### config.mk
export PLATFORM = sky130hd
export DESIGN_NAME = fxp_dot_accum_flat
export DESIGN_NICKNAME = d
export VERILOG_FILES = /design/src/rtl/fxp_dot_accum_if.sv /design/src/rtl/fxp_dot_accum.sv /design/src/flat_wrapper.sv
export SDC_FILE = /design/constraint.sdc
export NUM_CORES = 1
export LEC_CHECK = 0
export CORE_MARGIN = 2
export CORE_UTILIZATION = 57
export DETAILED_ROUTE_END_ITERATION = 8
export PLACE_DENSITY = 0.77
export SLEW_MARGIN = 20
export SYNTH_ARGS = -nofsm -noshare
export SYNTH_HDL_FRONTEND = slang
export SYNTH_SLANG_ARGS = --single-unit
### constraint.sdc
create_clock -name clk -period 20.6 [get_ports clk]
set_input_delay 3.09 -clock clk [delete_from_list [all_inputs] [get_ports clk]]
set_output_delay 3.09 -clock clk [all_outputs]
set_load 0.1 [all_outputs]
### src/rtl/fxp_dot_accum_if.sv
// Stream bundle for fxp_dot_accum: operand-pair input side and dot-product result side.
interface fxp_dot_accum_if #(
    parameter int NIN  = 8,
    parameter int NACC = 32
);
    logic                   in_valid;
    logic                   in_ready;
    logic signed [NIN-1:0]  in_a;
    logic signed [NIN-1:0]  in_b;
    logic                   out_valid;
    logic                   out_ready;
    logic signed [NACC-1:0] out_acc;
    logic                   out_ovf;

    modport master (
        output in_valid, in_a, in_b, out_ready,
        input  in_ready, out_valid, out_acc, out_ovf
    );

    modport slave (
        input  in_valid, in_a, in_b, out_ready,
        output in_ready, out_valid, out_acc, out_ovf
    );
endinterface

### src/rtl/fxp_dot_accum.sv
// Saturating fixed-point dot-product accumulator: LEN signed NIN-bit products summed
// into a NACC-bit result, presented with a sticky overflow flag on a valid/ready port.
module fxp_dot_accum #(
    parameter int NIN  = 8,
    parameter int NACC = 32,
    parameter int LEN  = 16
) (
    input logic             clk,
    input logic             rst,
    fxp_dot_accum_if.slave  bus
);
    localparam int CW = $clog2(LEN + 1);
    localparam logic signed [NACC:0] ACC_MAX = {2'b00, {(NACC-1){1'b1}}};
    localparam logic signed [NACC:0] ACC_MIN = {2'b11, {(NACC-1){1'b0}}};

    typedef enum logic {ACCUM, HOLD} state_t;

    state_t                 state;
    logic signed [NACC-1:0] acc;
    logic                   ovf;
    logic [CW-1:0]          cnt;
    logic                   rdy;
    logic                   vld;
    logic signed [NACC-1:0] res_acc;
    logic                   res_ovf;

    logic signed [2*NIN-1:0] prod;
    logic signed [NACC:0]    sum;
    logic signed [NACC-1:0]  sum_sat;
    logic                    hit;
    logic                    take;

    function automatic logic signed [NACC-1:0] sat(input logic signed [NACC:0] s);
        if (s > ACC_MAX) return ACC_MAX[NACC-1:0];
        if (s < ACC_MIN) return ACC_MIN[NACC-1:0];
        return s[NACC-1:0];
    endfunction

    function automatic logic sat_hit(input logic signed [NACC:0] s);
        return (s > ACC_MAX) || (s < ACC_MIN);
    endfunction

    // One extra guard bit on the sum so a single step past either rail is still visible.
    assign prod    = bus.in_a * bus.in_b;
    assign sum     = (NACC+1)'(prod) + (NACC+1)'(acc);
    assign sum_sat = sat(sum);
    assign hit     = sat_hit(sum);
    assign take    = bus.in_valid && rdy && (state == ACCUM);

    always_ff @(posedge clk) begin
        if (rst) begin
            state   <= ACCUM;
            acc     <= '0;
            ovf     <= 1'b0;
            cnt     <= '0;
            rdy     <= 1'b0;
            vld     <= 1'b0;
            res_acc <= '0;
            res_ovf <= 1'b0;
        end else begin
            case (state)
                ACCUM: begin
                    rdy <= 1'b1;
                    if (take) begin
                        acc <= sum_sat;
                        ovf <= ovf | hit;
                        if (cnt == CW'(LEN - 1)) begin
                            res_acc <= sum_sat;
                            res_ovf <= ovf | hit;
                            cnt     <= '0;
                            state   <= HOLD;
                            rdy     <= 1'b0;
                            vld     <= 1'b1;
                        end else begin
                            cnt <= cnt + CW'(1);
                        end
                    end
                end
                HOLD: begin
                    if (bus.out_ready) begin
                        acc   <= '0;
                        ovf   <= 1'b0;
                        state <= ACCUM;
                        vld   <= 1'b0;
                        rdy   <= 1'b1;
                    end
                end
                default: state <= ACCUM;
            endcase
        end
    end

    assign bus.in_ready  = rdy;
    assign bus.out_valid = vld;
    assign bus.out_acc   = res_acc;
    assign bus.out_ovf   = res_ovf;
endmodule

### src/flat_wrapper.sv
// flat-port wrapper written by rule: the top's interface ports become plain ports
module fxp_dot_accum_flat 
#(
    parameter int NIN  = 8,
    parameter int NACC = 32,
    parameter int LEN  = 16
)
  (clk, rst, bus_in_valid, bus_in_a, bus_in_b, bus_out_ready, bus_in_ready, bus_out_valid, bus_out_acc, bus_out_ovf);
  fxp_dot_accum_if #(.NIN(NIN), .NACC(NACC)) bus_i ();
  input logic clk;
  input logic rst;
  input wire logic [$bits(bus_i.in_valid)-1:0] bus_in_valid;
  input wire logic [$bits(bus_i.in_a)-1:0] bus_in_a;
  input wire logic [$bits(bus_i.in_b)-1:0] bus_in_b;
  input wire logic [$bits(bus_i.out_ready)-1:0] bus_out_ready;
  output wire logic [$bits(bus_i.in_ready)-1:0] bus_in_ready;
  output wire logic [$bits(bus_i.out_valid)-1:0] bus_out_valid;
  output wire logic [$bits(bus_i.out_acc)-1:0] bus_out_acc;
  output wire logic [$bits(bus_i.out_ovf)-1:0] bus_out_ovf;
  assign bus_i.in_valid = bus_in_valid;
  assign bus_i.in_a = bus_in_a;
  assign bus_i.in_b = bus_in_b;
  assign bus_i.out_ready = bus_out_ready;
  assign bus_in_ready = bus_i.in_ready;
  assign bus_out_valid = bus_i.out_valid;
  assign bus_out_acc = bus_i.out_acc;
  assign bus_out_ovf = bus_i.out_ovf;
  fxp_dot_accum #(.NIN(NIN), .NACC(NACC), .LEN(LEN)) u_core (.clk(clk), .rst(rst), .bus(bus_i));
endmodule
---- Word-level counts from Yosys, hierarchy flattened ----
Cells that the tools add are included.
operators by class
  magnitude comparators ................... 2
  bitwise operators ....................... 2
  multiplexer cells ....................... 25
  eq/ne operators ......................... 4
  add/sub/neg operators ................... 2
  $mul .................................... 1
  reduce and logical (&&, ||, !) cells .... 7
operator list
  operator                                               count
  two-way mux 32 bit                                     6
  one-hot mux 32 bit (2 select lines)                    1
  adder 16 x 32 -> 33 bit                                1
  > comparator 33 x 32 -> 1 bit (second input constant)  1
  < comparator 33 x 32 -> 1 bit (second input constant)  1
  multiplier 8 x 8 -> 16 bit                             1
  two-way mux 1 bit                                      13
  one-hot mux 1 bit (2 select lines)                     4
  AND reduction 3 bit                                    2
  adder 5 x 1 -> 5 bit (second input constant)           1
  == test 5 x 4 -> 1 bit (second input constant)         1
  two-way mux 5 bit                                      1
  != test 2 bit (second input constant)                  2
  AND reduction 2 bit                                    2
  logical AND 1 bit                                      2
  != test 2 x 1 -> 1 bit (second input constant)         1
  logical OR 1 bit                                       1
  NOT 1 bit                                              1
  bitwise OR 1 bit                                       1
word-level totals
  register bits after elaboration ......... 74
  word-level logic and storage cells ...... 51
  output and inout bits ................... 35
  bits of input ports ..................... 20

---- Logic depth before layout (Yosys ltp) ----
  depth in word-level cells ............... 9
  gate-level depth with buffers ........... 22
  gate-level depth less buffers ........... 20

---- Worst setup path before layout ----
No wires, ideal clock.
  path kind ............................... in2reg
  start point ............................. input bus_in_a[7]
  end point ............................... register u_core.res_acc[10] (netlist: u_core.bus.out_acc[10])
  stages on the path ...................... 19
  buffers on the path ..................... 1
  arrival ................................. 9072 ps
  setup slack ............................. 11409 ps
  setup time .............................. 119 ps
  data required time ...................... 20481 ps
  path through ............................ and2_1 > inv_1 > fa_1 > inv_1 > fa_1 > fa_1 > fa_1 > fa_1 > ha_1 > o211ai_1 > o21ai_1 > o21ba_1 > o21bai_1 > o211a_2 > o21ai_4 > xor2_4 > a211oi_2 > buf_4 > a22o_1
between the ends
  word-level cells in the longest chain between the ends .. 7
  elaborated cells on any way between the ends .. 10
  those cells by class .................... 1 x add/sub; 1 x mul; 2 x order compare; 6 x mux
RTL lines
  element                          line                 source
  start, declared                  flat_wrapper.sv:13   input wire logic [$bits(bus_i.in_a)-1:0] bus_in_a;
  multiplier 8 x 8 -> 16 bit (*)   fxp_dot_accum.sv:44  assign prod = bus.in_a * bus.in_b;
  adder 16 x 32 -> 33 bit (*)      fxp_dot_accum.sv:45  assign sum = (NACC+1)'(prod) + (NACC+1)'(acc);
  < comparator 33 x 32 -> 1 bit    fxp_dot_accum.sv:35  if (s < ACC_MIN) return ACC_MIN[NACC-1:0];
  two-way mux 1 bit (2 in series)  fxp_dot_accum.sv:35
  two-way mux 32 bit               fxp_dot_accum.sv:36  return s[NACC-1:0];
  two-way mux 32 bit (*)           fxp_dot_accum.sv:35
  end signal, assigned             fxp_dot_accum.sv:68  res_acc <= sum_sat;
  end, declared                    fxp_dot_accum.sv:24  logic signed [NACC-1:0] res_acc;
Mark *: on every way between the ends. The rest lies on a longest branch, timed or not. The select of a mux whose other input is x is not followed.
A chain may end at the register's enable or synchronous reset.

---- Final worst setup path ----
  start point ............................. input bus_in_a[7]
  end point ............................... register u_core.res_acc[9] (netlist: u_core.bus.out_acc[9])
The elaborated chain is that of the path after synthesis.

==> summary.md <==
| Metric | Value |
|---|---|
| Outcome | `completed` |
| Number of distinct library cells after synthesis | `64` |
| Yosys warns | `0` |
| Crit path capture | `u_core.bus.out_acc[9]$_SDFFE_PP0P_` |
| GR Layer Usage met1 | `35.4%` |
| FF+latch area | `1480 sq um` |
| Gate Count Post-Synth | `833` |
| Reg2Reg Setup Slack | `14.31 ns` |
| Io pins | `55` |
| Reg2Reg Launch Point | `u_core.acc[12]$_SDFFE_PP0P_` |
| Post-synth ARST share | `0%` |
| Detailed-route DRC error count | `0` |
| Die W | `124 microns` |
| CTS buffer count | `9` |
| CP startpoint kind | `primary input` |
| Initial antenna violation count | `0` |
| RePlAce Congestion | `0.935` |
| Met2 Usage GRT | `40.5%` |
| Total number of H-tree levels | `3` |
| Port buffer count | `54` |
| R2R cell count | `17` |
| Antenna diodes | `0` |
| First drt pass iteration count | `5` |
| Largest net degree at the start of global routing | `32` |
| Synthesized Nets | `1066` |
| Crit Reg-Reg Endpoint | `u_core.bus.out_acc[9]$_SDFFE_PP0P_` |
| Critical-path maximum fanout | `18` |
| Critical Path End Type | `flip-flop` |
| Vias in the first global route | `6223` |
| CTS root buf | `clkbuf_16` |
| Worst Path Arrival | `10.51 ns` |
| Sequential fraction of the synthesis area | `17.9%` |
| Final Cycle Share | `49.7%` |
| Cts hold-fix bufs | `0` |
| Worst-Margin Slew | `1.07 ns` |
| Synth top area share | `33.9%` |
| Max-slew violation count | `0` |
| Synthesized area per cell | `9.93 sq um` |
| Fraction of layout cells with a size suffix above 1 | `4.08%` |
| Number of enable flip-flop cells after synthesis | `0` |
| Most used routing layer | `met2` |
| Initial drt markers | `387` |
| RSZ-0062 raised after global routing | `false` |
| Worst Clk Skew | `0.0110 ns` |
| Final hold vios | `0` |
| Vert. Die Dim | `124 microns` |
| Initial Util | `57.6%` |
| Clk buf depth | `2` |
| Core Region | `14400 sq um` |
| MaxCap Viol Count | `0` |
| Multi-input gate area | `6320 sq um` |
| Detail Route Antenna Nets | `0` |
| Top FF cell, synth | `dfxtp_1` |
| Final wirelength | `18400 microns` |
| Period minus WS final | `10.23 ns` |
| FF+latch count, synth | `74` |
| Worst Setup SP | `bus_in_a[7]` |
| Vias per cell | `5.64` |
| Post-CTS Setup Inserts | `0` |
| Most instantiated library cell after synthesis | `fa_1` |
| Wire per inst | `17.3 microns` |
| Worst Hold Class | `reg2reg` |
| Tot GR Track Use | `25.4%` |
| Final Setup Violations | `0` |
| Worst skew pair latency | `0.34 ns` |
| TritonCTS clock tree | `built` |
| Row cnt | `44` |
| Synthesized area | `8270 sq um` |
| Half-perimeter wire length after placement | `15000 microns` |
| Leading cell types by count after synthesis | `fa_1, inv_1, nand2_1` |
| Synthesis-to-finish area growth | `12.0%` |
| CP required | `20.88 ns` |
| Slew margin rel. | `28.2%` |
| Crit path kind | `in2reg` |
| Post-Route Setup TNS | `0 ns` |
| Nets | `1111` |
| Synth area leaders | `fa_1, dfxtp_1, ha_1, inv_1, nand2_1` |
| GRT overflow | `0` |
| M3 GR Usage | `2.92%` |
| Die area | `15500 sq um` |
| Via count | `6022` |
| CTS sink cnt | `74` |
| First-pass GRT wire length | `31800 microns` |
| Post-CTS resize count | `0` |
| Clk pin slew, worst setup/hold paths | `0.07 ns` |
| Max Freq | `0.0977 GHz` |
| Synth area leader | `fa_1` |
| Number of fill cells | `1180` |
## critical path: stages
cell and delay, ns:
clkdlybuf4s50_1 0.61, nand2_1 0.20, fa_1 0.65, fa_1 0.58, inv_1 0.62, fa_1 0.57, fa_1 0.49, ha_1 0.32
ha_1 0.49, nand2_1 0.12, nor4_1 0.47, o21ai_0 0.14, or3b_1 0.18, mux2_2 0.13, o21ai_1 0.09, or2_1 0.47
a211oi_2 0.98, a22o_1 0.28
## worst min-delay path by stage
stage / slack [ns] / end / cells after the start / startpoint
floorplan: 0.43 / u_core.acc[6]$_SDFFE_PP0P_ / 2 / u_core.acc[6]$_SDFFE_PP0P_
global placement: 0.44 / u_core.acc[3]$_SDFFE_PP0P_ / 2 / u_core.acc[3]$_SDFFE_PP0P_
detailed placement: 0.44 / u_core.acc[1]$_SDFFE_PP0P_ / 2 / u_core.acc[1]$_SDFFE_PP0P_
CTS: 0.45 / u_core.acc[1]$_SDFFE_PP0P_ / 2 / u_core.acc[1]$_SDFFE_PP0P_
global route: 0.47 / u_core.bus.out_acc[5]$_SDFFE_PP0P_ / 2 / u_core.bus.out_acc[5]$_SDFFE_PP0P_
finish: 0.45 / u_core.bus.out_acc[0]$_SDFFE_PP0P_ / 2 / u_core.bus.out_acc[0]$_SDFFE_PP0P_
## kinds of logic (layout without fill, tap and decap cells)
kind of cell             Yosys count  after routing  share of synthesized area [%]
AND/OR/NAND/NOR                  208            208                           12.0
XOR/XNOR                          35             35                           4.02
flip-flops                        74             74                           17.9
AO/OA/AOI/OAI                    179            179                           14.7
adder cells (fa/ha/maj)          217            217                           45.4
buffers and inverters            118            168                           5.69
multiplexers                       2              2                          0.257
## per-stage QoR
step	area (sq um)	utilization, %	setup WS, ns	cells	hold WS, ns
2_1_floorplan	8270	-	11.41	833	0.425
3_3_place_gp	8960	62.3	10.22	1051	0.437
3_5_place_dp	8960	62.3	10.10	1051	0.443
4_1_cts	9270	64.5	10.42	1067	0.451
5_1_grt	9270	64.5	9.78	1067	0.471
6_report	9270	64.5	10.37	1067	0.448
## sequential cells by signal (all words and copies together) (netlist names)
register / flops
u_core.bus.out_ovf: 1
u_core.cnt: 5
u_core.state: 1
u_core.ovf: 1
u_core.bus.in_ready: 1
u_core.bus.out_valid: 1
u_core.acc: 32
u_core.bus.out_acc: 32
## routing by layer
metal,share of wire (%),vias up,routed length (microns)
li1,-,2864,-
met1,45,2956,8320
met2,47,162,8600
met3,4.0,40,732
met4,4.2,0,775
met5,0,-,0
## cell usage in the layout (no fill, tap or decap), drive strengths merged, types with 2 or more instances in the layout
| cell | count |
|---|---|
| a211oi | 9 |
| a21o | 9 |
| a21oi | 37 |
| a22o | 28 |
| a22oi | 2 |
| a311oi | 3 |
| a31oi | 6 |
| a41oi | 2 |
| and2 | 36 |
| and3 | 2 |
| and4 | 2 |
| buf | 4 |
| clkbuf | 9 |
| clkdlybuf4s50 | 54 |
| clkinvlp | 2 |
| dfxtp | 74 |
| fa | 140 |
| ha | 73 |
| inv | 97 |
| maj3 | 4 |
| nand2 | 85 |
| nand2b | 8 |
| nand3 | 9 |
| nand4 | 3 |
| nor2 | 45 |
| nor2b | 5 |
| nor3 | 3 |
| o2111ai | 2 |
| o211ai | 5 |
| o21a | 4 |
| o21ai | 56 |
| o21bai | 4 |
| o31a | 2 |
| or2 | 2 |
| or3b | 2 |
| xnor2 | 20 |
| xor2 | 15 |
## final cells by class
| cell class | count | area share (%) |
|---|---|---|
| clock buffer | 9 | 2.43 |
| clock inverter | 7 | 0.891 |
| inverter | 94 | 3.81 |
| multi-input combinational | 641 | 68.2 |
| sequential | 74 | 16.0 |
| tap | 184 | 2.48 |
| timing repair buffer | 58 | 6.16 |
Power is not shown: default switching activity piles up to over one toggle a cycle in this logic, so the estimate is an artifact.
